`config.mk`:
```
export PLATFORM = sky130hd
export DESIGN_NAME = reg_file_flat
export DESIGN_NICKNAME = d
export VERILOG_FILES = /design/src/rtl/reg_file_if.sv /design/src/rtl/reg_file.sv /design/src/flat_wrapper.sv
export SDC_FILE = /design/constraint.sdc
export NUM_CORES = 2
export LEC_CHECK = 0
export BUFFER_PORTS_ARGS = -buffer_cell sky130_fd_sc_hd__buf_2
export CAP_MARGIN = 20
export CORE_UTILIZATION = 35
export DETAILED_ROUTE_END_ITERATION = 10
export GPL_TIMING_DRIVEN = 0
export PLACE_DENSITY_LB_ADDON = 0.12
export SETUP_SLACK_MARGIN = 0.05
export SLEW_MARGIN = 0
export SYNTH_ARGS = -nofsm -noshare
export SYNTH_HDL_FRONTEND = slang
export SYNTH_SLANG_ARGS = --single-unit
```
`constraint.sdc`:
```
create_clock -name clk -period 4.6 [get_ports clk]
set_input_delay 0 -clock clk [delete_from_list [all_inputs] [get_ports clk]]
set_output_delay 0 -clock clk [all_outputs]
set_load 0.05 [all_outputs]
```
`src/rtl/reg_file_if.sv`:
```
// Register-file access bus: one write port, two operand read ports, one debug
// read port and the write-activity status outputs.
interface reg_file_if #(
    parameter int unsigned WIDTH = 32
) ();
    logic             we;
    logic [4:0]       waddr;
    logic [WIDTH-1:0] wdata;
    logic [4:0]       raddr1;
    logic [4:0]       raddr2;
    logic [WIDTH-1:0] rdata1;
    logic [WIDTH-1:0] rdata2;
    logic [4:0]       dbg_addr;
    logic [WIDTH-1:0] dbg_data;
    logic [15:0]      wr_count;
    logic             wr_zero;

    // Side that issues writes and read indices (core / testbench).
    modport master (
        output we, waddr, wdata, raddr1, raddr2, dbg_addr,
        input  rdata1, rdata2, dbg_data, wr_count, wr_zero
    );

    // Side that owns the storage (reg_file).
    modport slave (
        input  we, waddr, wdata, raddr1, raddr2, dbg_addr,
        output rdata1, rdata2, dbg_data, wr_count, wr_zero
    );
endinterface

```
`src/rtl/reg_file.sv`:
```
// 32 x WIDTH register file with r0 hardwired to zero, write-first bypass on the
// two operand read ports, a non-bypassed debug read port, a saturating count of
// committed writes and a sticky flag for attempted writes to r0.
module reg_file #(
    parameter int unsigned WIDTH = 32
) (
    input logic       clk,
    input logic       rst,
    reg_file_if.slave bus
);

    logic [WIDTH-1:0] regs_q [32];
    logic [15:0]      wr_count_q;
    logic             wr_zero_q;
    logic             commit;
    logic             zero_hit;

    // Decode whether this edge commits a write; reset and r0 both block it.
    // Gating on we first keeps an undriven waddr from mattering while idle.
    always_comb begin
        commit   = 1'b0;
        zero_hit = 1'b0;
        if (bus.we && !rst) begin
            commit   = (bus.waddr != 5'd0);
            zero_hit = (bus.waddr == 5'd0);
        end
    end

    // Storage: clear everything on reset, otherwise commit the decoded write.
    always_ff @(posedge clk) begin
        if (rst) begin
            for (int i = 0; i < 32; i++) begin
                regs_q[i] <= '0;
            end
        end else if (commit) begin
            regs_q[bus.waddr] <= bus.wdata;
        end
    end

    // Write statistics: saturating commit counter and sticky r0-write flag.
    always_ff @(posedge clk) begin
        if (rst) begin
            wr_count_q <= 16'd0;
            wr_zero_q  <= 1'b0;
        end else begin
            if (commit && (wr_count_q != 16'hFFFF)) begin
                wr_count_q <= wr_count_q + 16'd1;
            end
            if (zero_hit) begin
                wr_zero_q <= 1'b1;
            end
        end
    end

    // Combinational reads; operand ports see the in-flight write (write-first),
    // the debug port always shows committed contents.
    always_comb begin
        bus.rdata1   = '0;
        bus.rdata2   = '0;
        bus.dbg_data = '0;
        if (bus.raddr1 != 5'd0) begin
            bus.rdata1 = regs_q[bus.raddr1];
        end
        if (bus.raddr2 != 5'd0) begin
            bus.rdata2 = regs_q[bus.raddr2];
        end
        if (bus.dbg_addr != 5'd0) begin
            bus.dbg_data = regs_q[bus.dbg_addr];
        end
        if (commit && (bus.raddr1 == bus.waddr)) begin
            bus.rdata1 = bus.wdata;
        end
        if (commit && (bus.raddr2 == bus.waddr)) begin
            bus.rdata2 = bus.wdata;
        end
    end

    // Status outputs.
    always_comb begin
        bus.wr_count = wr_count_q;
        bus.wr_zero  = wr_zero_q;
    end

endmodule

```
`src/flat_wrapper.sv`:
```
// flat-port wrapper written by rule: the top's interface ports become plain ports
module reg_file_flat 
#(
    parameter int unsigned WIDTH = 32
)
  (clk, rst, bus_we, bus_waddr, bus_wdata, bus_raddr1, bus_raddr2, bus_dbg_addr, bus_rdata1, bus_rdata2, bus_dbg_data, bus_wr_count, bus_wr_zero);
  reg_file_if #(.WIDTH(WIDTH)) bus_i ();
  input logic clk;
  input logic rst;
  input wire logic [$bits(bus_i.we)-1:0] bus_we;
  input wire logic [$bits(bus_i.waddr)-1:0] bus_waddr;
  input wire logic [$bits(bus_i.wdata)-1:0] bus_wdata;
  input wire logic [$bits(bus_i.raddr1)-1:0] bus_raddr1;
  input wire logic [$bits(bus_i.raddr2)-1:0] bus_raddr2;
  input wire logic [$bits(bus_i.dbg_addr)-1:0] bus_dbg_addr;
  output wire logic [$bits(bus_i.rdata1)-1:0] bus_rdata1;
  output wire logic [$bits(bus_i.rdata2)-1:0] bus_rdata2;
  output wire logic [$bits(bus_i.dbg_data)-1:0] bus_dbg_data;
  output wire logic [$bits(bus_i.wr_count)-1:0] bus_wr_count;
  output wire logic [$bits(bus_i.wr_zero)-1:0] bus_wr_zero;
  assign bus_i.we = bus_we;
  assign bus_i.waddr = bus_waddr;
  assign bus_i.wdata = bus_wdata;
  assign bus_i.raddr1 = bus_raddr1;
  assign bus_i.raddr2 = bus_raddr2;
  assign bus_i.dbg_addr = bus_dbg_addr;
  assign bus_rdata1 = bus_i.rdata1;
  assign bus_rdata2 = bus_i.rdata2;
  assign bus_dbg_data = bus_i.dbg_data;
  assign bus_wr_count = bus_i.wr_count;
  assign bus_wr_zero = bus_i.wr_zero;
  reg_file #(.WIDTH(WIDTH)) u_core (.clk(clk), .rst(rst), .bus(bus_i));
endmodule
```
==> run summary <==
The worst pin sits at a relative slew slack of 6.143%. The count of port buffers added during placement came out at 154. The static leakage is 25.97 nW. The cell area reported after detailed placement is 69,170 um^2. The number of nets with antenna violations after routing is 0. The final number of max-transition violations came out at 0.

The non-filler instance count after layout came out at 7,491. The total overflow left after global routing is 0. The portion of the post-synthesis area used by sequential elements came out at 48.55%. The library cell used most frequently in the layout, excluding fill and tap cells, is edfxtp_1. The number of placed instances, taps included, is 7,183. The worst setup path is captured at an output port.

The max-capacitance violation count came out at 0. Setup repair after global routing left no endpoint under its margin. The first-pass GRT wire length came out at 430,300 um.

The endpoint arrival time on the critical path came out at 4.57 ns. The detail-routed via count per cell is 6.563. Traced cell by cell, the critical path runs through buf_2 -> inv_1 -> clkbuf_1 -> clkbuf_1 -> clkbuf_1 -> a211oi_1 -> nor3_1 -> a221o_1 -> buf_2. The type of origin of the critical path is a primary input. The dominant cell type by count on the critical path is clkbuf_1. TritonCTS built the clock tree. The H-tree was split into 4 levels. The total wire length after detailed routing came out at 330,900 um. The fraction of synthesis flops using an asynchronous set or reset pin is 0%. The routed design could run at a clock period as short as 4.567 ns. The maximum number of pins on one net before global-route repair came out at 33. At the pin with the least slew margin, the transition time is 1.408 ns. The number of enable flip-flop cells after synthesis is 1,024.

The number of antenna violations at the first check in global routing came to 24. The worst reg-to-reg path cell count came out at 6. Dividing the detail-routed wire length by the instance count gives 44.18 um. The initial core utilization came out at 35.31%. After clock tree synthesis, the clock-pin slew on the worst setup and hold paths is 0.06 ns. The top-level I/O count is 168. Setup violations remaining at the end of the flow were counted as 0.

After synthesis the netlist holds a flip-flop and latch count of 1,041. The cell area power density is 367.1 nW/um^2. The endpoint with the worst hold slack is u_core.bus.wr_zero. In the synthesized netlist the dominant register cell turns out to be edfxtp_1. The fraction of layout cells with a size suffix above 1 is 25.32%. The final clock skew came out at 0.01842 ns. The placer's final routability congestion estimate is 0.9831.

The core outline area is 181,300 um^2. Cells fill 40.76% of the core in the end. The total DRC errors in the routed layout came out at 0. The clock net in this run drives a total of 1,041 sinks.

The maximum fanout encountered on the critical timing path came out at 10. In this run the vertical extent of the chip is 429.7 um. Clock tree synthesis selected as its root buffer the cell clkbuf_16. In the global route stage, overall resource usage came out at 35.24%.

The critical path's largest stage delay is 0.96 ns. By startpoint and endpoint, the worst setup path is classified as in -> out. The worst vdd rail ir drop is 0.3499 mV. The cell count of the worst hold path came out at 4. The worst hold path belongs to the class in -> reg. Counting along the longest clock path gives a buffer depth of 3. Hold is met by 0.1106 ns. The sum of buffers and inverters on the critical path came out at 6. The row count is 156. The origin of the worst min-delay path is bus_waddr[1].

The horizontal extent of the die is 429.7 um. The average cell area after synthesis is 14.06 um^2. The share of the clock period used by the worst path after layout came out at 99.29%. The total of fill cells in the finished design came out at 16,980. The library cells used most frequently in the layout, excluding fill and tap cells, are edfxtp_1 (1,024), and2_1 (993), mux4_2 (633). Among cell families on the critical path, the largest total delay comes from buffers and inverters. The signed area change from the synthesized netlist to the final layout came out at 15.42%.

The run finished with clean final reports. The insertion delay of the later-clocked pin in the worst-skew pair is 0.80 ns. The estimated wirelength of the detail-placed design came out at 243,300 um. The total power draw came out at 27.13 mW. The first detailed-routing pass ran for 6 iterations. The starting DRC count in detailed routing came out at 7,935. The count of different cell masters after synthesis came out at 56. The critical path required time came out at 4.60 ns. The die area came out at 184,700 um^2.

The post-layout instance area is 73,910 um^2. The maximum clock rate is 0.2189 GHz. The TritonCTS buffer count came out at 133.

For this design, the slowest cell found on the critical path is clkbuf_1. In this run the cell area of the synthesized design comes to 64,030 um^2. Summing over every cut layer, the via total after detailed routing is 49,160. The number of standard cells after synthesis is 4,553. The endpoint identified for the worst register-to-register timing path is u_core.bus.wr_count[3]. In the final design database the tool counted 5,046 nets. The number of hold violations in the final report is 0. The number of warnings issued by yosys is 0. In this run the critical register-to-register path is launched from u_core.bus.wr_count[6]. The via count of the first global-routing pass is 46,700.

The worst register-to-register path has a setup slack of 2.52 ns.
worst max-delay path by stage:
stage,cells past startpoint,from,endpoint
6_report,9,bus_raddr1[3],bus_rdata1[9]
4_1_cts,11,bus_raddr1[0],bus_rdata1[13]
2_1_floorplan,7,bus_dbg_addr[1],bus_dbg_data[15]
5_1_grt,9,bus_raddr1[3],bus_rdata1[9]
3_5_place_dp,11,bus_raddr1[0],bus_rdata1[13]
3_3_place_gp,8,bus_raddr1[3],bus_rdata1[16]
flip-flops by register name, indices dropped and copies added (netlist names):
signal               cells
u_core.bus.wr_count     16
u_core.bus.wr_zero       1
u_core.regs_q         1024
tightest hold or removal path: cells and delay by family:
kind,cells,cell delay (ns)
AO/OA/AOI/OAI,1,0.11
buffers and inverters,1,0.35
AND/OR/NAND/NOR,2,0.39
cell usage after synthesis (all sizes together), types with 35 or more instances:
library cell     n  area (um^2)
nor2            72        277.8
edfxtp        1024        30750
clkbuf         324         1216
mux2i          413         4134
a211oi          64        480.5
a22oi          107        803.3
and2           994         6218
a21oi           61        305.3
a221oi         104        910.9
buf            176        959.7
nor3            37        185.2
nand2          144        540.5
inv             35        131.4
o21ai           80        400.4
mux4           633        14260
kinds of logic after synthesis:
kind of cell               after synthesis  share of synthesized area, %
buffers and inverters                  537                         3.615
and+or+nand+nor                       1379                         12.68
DFF                                   1041                         48.55
AOI/OAI and AO/OA                      507                         5.760
adders and majority gates                1                       0.01954
other                                    1                      0.005856
muxes                                 1068                         29.11
xor gates and xnor gates                19                        0.2599
repair_timing:
action	in CTS	in global routing
setup buffers	0	0
hold buffers	34	0
endpoints found under the hold margin	319	0
gates resized for setup	0	0
report_power, final:
part	switching, mW	leakage (nW)	total [mW]	internal [mW]
sequential	0.400	9.89	11.3	10.9
combinational	3.46	14.0	5.23	1.77
clock	4.53	2.07	10.6	6.03
total	8.39	26.0	27.1	18.7
area by class of cell:
type	instances	area (um^2)	area share, %
sequential	1041	31090	42.07
multi-input combinational	3006	30760	41.62
clock buffer	178	3643	4.930
tap	2370	2965	4.012
timing repair buffer	271	2474	3.347
buffer	500	2188	2.961
clock inverter	65	586.8	0.7940
inverter	37	138.9	0.1879
antenna	23	57.56	0.07788
per-layer routing:
| metal | vias to the layer above | track usage (%) | routed length [um] |
|---|---|---|---|
| met1 | 25740 | 43.40 | 120400 |
| met4 | 12 | 26.73 | 29380 |
| li1 | 18810 | - | - |
| met3 | 890 | 9.268 | 35260 |
| met2 | 3704 | 53.00 | 145800 |
| met5 | - | 0 | 75 |
stage by stage:
| stage | TNS, ns | setup slack [ns] |
|---|---|---|
| after floorplan | 0 | 2.252 |
| after global placement | -3.588 | -0.7034 |
| after global routing | 0 | 0.4315 |
| after detailed placement | 0 | 0.4418 |
| after CTS | 0 | 0.4194 |
| final | 0 | 0.03254 |
Power figures use the tool's default switching activity.
